`src/rtl/fnd_scan_mux.sv`:
```
// Self-scanning digit multiplexer for a multi-digit 7-segment (FND) display.
// A full frame of digits is snapshotted at the frame boundary so a changing count never tears.
module fnd_scan_mux #(
  parameter int NUM_DIGITS = 4,
  parameter int DIGIT_W    = 4,
  parameter int SCAN_DIV   = 100000,
  parameter int BLANK_LZ   = 1,
  parameter int POS_W      = $clog2(NUM_DIGITS)
) (
  input  logic                          i_clk,
  input  logic                          i_reset,
  input  logic                          i_enable,
  input  logic [NUM_DIGITS*DIGIT_W-1:0] i_digits,
  input  logic [NUM_DIGITS-1:0]         i_dp,
  output logic [POS_W-1:0]              o_digitPosition,
  output logic [DIGIT_W-1:0]            o_value,
  output logic                          o_blank,
  output logic                          o_dp,
  output logic [NUM_DIGITS-1:0]         o_fndCom,
  output logic                          o_tick
);

  localparam int DIV_W  = (SCAN_DIV > 1) ? $clog2(SCAN_DIV) : 1;
  localparam int DATA_W = NUM_DIGITS * DIGIT_W;

  logic [DIV_W-1:0]      divCnt_q, divCnt_d;
  logic [POS_W-1:0]      pos_q, pos_d;
  logic [DATA_W-1:0]     snapDigits_q, snapDigits_d;
  logic [NUM_DIGITS-1:0] snapDp_q, snapDp_d;

  logic                  active;
  logic                  slotEnd;
  logic                  frameEnd;
  logic                  upperZero;
  logic [NUM_DIGITS-1:0] lzBlank;
  logic [DIGIT_W-1:0]    valueSel;
  logic                  blankSel;
  logic                  dpSel;

  // Reset also forces the display dark, not just the state registers.
  assign active   = i_enable & ~i_reset;
  assign slotEnd  = (divCnt_q == DIV_W'(SCAN_DIV - 1));
  assign frameEnd = slotEnd & (pos_q == POS_W'(NUM_DIGITS - 1));

  always_comb begin
    divCnt_d     = divCnt_q;
    pos_d        = pos_q;
    snapDigits_d = snapDigits_q;
    snapDp_d     = snapDp_q;
    if (i_enable) begin
      if (slotEnd) begin
        divCnt_d = '0;
        pos_d    = frameEnd ? '0 : pos_q + POS_W'(1);
      end else begin
        divCnt_d = divCnt_q + DIV_W'(1);
      end
      if (frameEnd) begin
        snapDigits_d = i_digits;
        snapDp_d     = i_dp;
      end
    end else begin
      snapDigits_d = i_digits;
      snapDp_d     = i_dp;
    end
  end

  always_ff @(posedge i_clk) begin
    if (i_reset) begin
      divCnt_q     <= '0;
      pos_q        <= '0;
      snapDigits_q <= '0;
      snapDp_q     <= '0;
    end else begin
      divCnt_q     <= divCnt_d;
      pos_q        <= pos_d;
      snapDigits_q <= snapDigits_d;
      snapDp_q     <= snapDp_d;
    end
  end

  // Walk down from the top digit; a digit is a leading zero while everything above it is zero.
  always_comb begin
    lzBlank   = '0;
    upperZero = 1'b1;
    for (int k = NUM_DIGITS - 1; k > 0; k--) begin
      upperZero  = upperZero & (snapDigits_q[k*DIGIT_W +: DIGIT_W] == '0);
      lzBlank[k] = upperZero & ~snapDp_q[k];
    end
  end

  always_comb begin
    valueSel = '0;
    blankSel = 1'b0;
    dpSel    = 1'b0;
    o_fndCom = '1;
    for (int k = 0; k < NUM_DIGITS; k++) begin
      if (pos_q == POS_W'(k)) begin
        valueSel    = snapDigits_q[k*DIGIT_W +: DIGIT_W];
        blankSel    = lzBlank[k];
        dpSel       = snapDp_q[k];
        o_fndCom[k] = ~active;
      end
    end
  end

  assign o_digitPosition = pos_q;
  assign o_value         = valueSel;
  assign o_blank         = ~active | ((BLANK_LZ != 0) & blankSel);
  assign o_dp            = dpSel & active;
  assign o_tick          = active & slotEnd;

endmodule

```
`config.mk`:
```
export PLATFORM = sky130hd
export DESIGN_NAME = fnd_scan_mux
export DESIGN_NICKNAME = d
export VERILOG_FILES = /design/src/rtl/fnd_scan_mux.sv
export SDC_FILE = /design/constraint.sdc
export NUM_CORES = 1
export LEC_CHECK = 0
export BUFFER_PORTS_ARGS = -buffer_cell sky130_fd_sc_hd__buf_2
export CELL_PAD_IN_SITES_DETAIL_PLACEMENT = 1
export CELL_PAD_IN_SITES_GLOBAL_PLACEMENT = 1
export CORE_UTILIZATION = 42
export DETAILED_ROUTE_END_ITERATION = 10
export PLACE_DENSITY = 0.89
export SETUP_SLACK_MARGIN = 0.02
export SYNTH_ARGS = -nofsm -noshare
export SYNTH_HDL_FRONTEND = slang
export SYNTH_SLANG_ARGS = --single-unit
```
`constraint.sdc`:
```
create_clock -name i_clk -period 2.47 [get_ports i_clk]
set_input_delay 0.1235 -clock i_clk [delete_from_list [all_inputs] [get_ports i_clk]]
set_output_delay 0.1235 -clock i_clk [all_outputs]
set_load 0.02 [all_outputs]
```
==> run_results.csv <==
group,metric,value,unit
final_layout,nNetsFinal,384,
timing,setup_violations,0,
logic_synthesis,synth-edff-count,0,
timing,tns,0,ns
drt,vias_per_cell,5.67,
clock_network,clock-sinks,39,
final_layout,layout_commonest_cell,"nand2_1",
drt,firstDrtPassIters,4,
grt,antenna_found_initial,0,
setup_path,cp-end-kind,"primary output",
timing,fin_skew,0.00514,ns
timing,rsz0062_at_grt,"no",
timing,fin_crit_sh,94.3,%
final_layout,multi_input_area,0.00160,sq mm
power_and_ir_drop,p_leak,0.00107,uW
placement,globalplace.congestion,0.776,
logic_synthesis,synth.cell_area,0.00250,sq mm
logic_synthesis,synth.top_cell.area_share,31.3,%
setup_path,worstPathMaxFanout,6,
drt,drtIter0Drc,70,
logic_synthesis,synth-async-reset-ratio,0,%
logic_synthesis,syn-num-nets,356,
grt,grt_max_degree,68,
logic_synthesis,syn_area_per_cell,7.61,sq um
logic_synthesis,synth_top_cell_by_area,"dfxtp_1",
setup_path,r2r_cells,5,
power_and_ir_drop,ir_worst_vdd,0.255,mV
floorplan,initial_core_util,44.5,%
setup_path,worstPathArrival,2.21,ns
drt,drc,0,
floorplan,die_h,79.1,um
clock_network,cts_root_buf,"clkbuf_8",
final_layout,fill_cells,739,
timing,tightest_slew,1.06,ns
timing,setup_ws,0.140,ns
setup_path,cp.required,2.35,ns
timing,relSlewSlack,29.6,%
logic_synthesis,synthFlopType,"dfxtp_1",
logic_synthesis,ys_ff_latch,39,
final_layout,area_delta_synth_final,13.5,%
placement,io_buffers,35,
final_layout,drive_gt1_share,20.2,%
timing,post-route-min-period,2.33,ns
power_and_ir_drop,powerDensity,463,mW/mm^2
grt,grt_overflow,0,
timing,holdWs,0.179,ns
hold_path,hp-class,"in2reg",
timing,maxSlewViolCount,0,
power_and_ir_drop,finalPower,1310,uW
clock_network,cts_buffers,5,
final_layout,regArea,785,sq um
floorplan,placementRows,27,
clock_network,clkTransAtPathRegs,0.08,ns
floorplan,die-area,0.00626,sq mm
final_layout,n_antenna_cell,0,
timing,max_freq,429,MHz
clock_network,clockBufferDepth,2,
clock_network,htreeDepth,2,
clock_network,clkLatencyLatePin,0.29,ns
timing,hold_viol,0,
placement,dp_hpwl,4.72,mm
logic_synthesis,synthDistinctLibCells,37,
floorplan,core-area,0.00561,sq mm
clock_network,ctsHoldBuffers,0,
logic_synthesis,synth_area_leaders,"dfxtp_1 (31%), nand2_1 (8.3%), nor2_1 (6.0%), nor3b_1 (6.0%), a21oi_1 (5.4%)",
floorplan,num_io_pins,36,
logic_synthesis,synthCells,328,
clock_network,cts_tree,"yes",
status,outcome,"finished clean",
final_layout,final_cell_mix,"nand2_1 (55), nor2_1 (40), dfxtp_1 (38), buf_2 (34), a21oi_1 (27)",
job,maxCapViolCount,0,
drt,post_drt_wl_per_cell,15.9,um
logic_synthesis,yosysSeqAreaShare,31.3,%
floorplan,die_width,79.1,um
placement,preCtsSetupSlack,0.235,ns
setup_path,startpoint_type,"register",
drt,ant_nets,0,
drt,num_vias,2428,
grt,grt_pass1_wl,11.4,mm
grt,grtUsageTotal,23.1,%
drt,routed_wl,6.81,mm
grt,grt_pass1_vias,2438,
hold_path,holdPathStages,3,
logic_synthesis,yosysWarnings,0,
setup_path,timing_worst_setup_path_type,"reg2out",
logic make-up after synthesis:
logic type	share of synthesized area [%]
flip-flops	31.3
buffers and inverters	5.06
AO/OA/AOI/OAI	9.12
multiplexers	2.20
AND/OR/NAND/NOR	44.6
XOR/XNOR	5.26
adder cells (fa/ha/maj)	2.51
layer usage:
layer | vias to the layer above | GRT usage (%) | wire length (um) | part of all wire (%)
met5 | - | 0 | 0 | 0
met4 | 0 | 4.91 | 24 | 0.35
met3 | 2 | 4.83 | 199 | 2.9
met2 | 39 | 39.8 | 3360 | 49
met1 | 1175 | 29.5 | 3230 | 47
li1 | 1212 | - | - | -
Yosys cell counts (4+ instances only):
master     n
ha_1       5
inv_1      5
xor2_1     4
clkbuf_1  16
o21ai_0    8
buf_1      4
nand4_1    5
nor2_1    40
or4b_1    13
dfxtp_1   39
nor3_1     5
or4b_2     8
nor4_1     6
mux2_2     4
nand2_1   55
and3b_1    4
nand3_1   24
xnor2_1   11
nor3b_1   20
a21oi_1   27
cell type report:
type	instances	area share, %
timing repair buffer	45	8.91
multi-input combinational	260	56.5
inverter	5	0.662
tap	72	3.18
clock inverter	1	0.177
sequential	39	27.7
clock buffer	6	2.91
metrics by stage:
| step | util, % | cell area (sq um) | std cells |
|---|---|---|---|
| 2_1_floorplan | - | 2500 | 328 |
| 3_3_place_gp | 48.7 | 2730 | 421 |
| 3_5_place_dp | 48.7 | 2730 | 421 |
| 4_1_cts | 50.4 | 2830 | 428 |
| 5_1_grt | 50.6 | 2840 | 428 |
| 6_report | 50.6 | 2840 | 428 |
sequential cells by signal, indices dropped and copies added (netlist names):
signal and flops:
divCnt_q 17, o_digitPosition 2, snapDigits_q 16, snapDp_q 4
timing repair:
item | CTS | global route
setup buffers | 0 | 0
gates cloned | 0 | 0
endpoints found under the setup margin | 1 | 1
gates resized for setup | 2 | 4
pin swaps | 0 | 3
power by group:
| group | internal, uW | switching [uW] |
|---|---|---|
| Sequential | 663 | 31.2 |
| Clock | 219 | 217 |
| Combinational | 80.2 | 101 |
| Total | 962 | 349 |
critical path: stages, from the launching register on:
cell and delay, ns:
dfxtp_4 0.37, inv_1 0.06, ha_1 0.21, or4b_4 0.50, o41ai_2 0.29, a32oi_1 0.16, o21ai_1 0.18, buf_4 0.16
worst paths after layout:
check        slack [ns]                           end                             from
min reg2reg        0.49     divCnt_q[16]$_SDFFE_PP0P_        divCnt_q[16]$_SDFFE_PP0P_
min                0.18      snapDp_q[1]$_SDFFE_PP0P_                          i_dp[1]
max reg2reg        0.35  snapDigits_q[7]$_SDFFE_PP0P_         divCnt_q[3]$_SDFFE_PP0P_
max                0.14                       o_blank  o_digitPosition[0]$_SDFFE_PP0P_
Power figures use the tool's default switching activity.
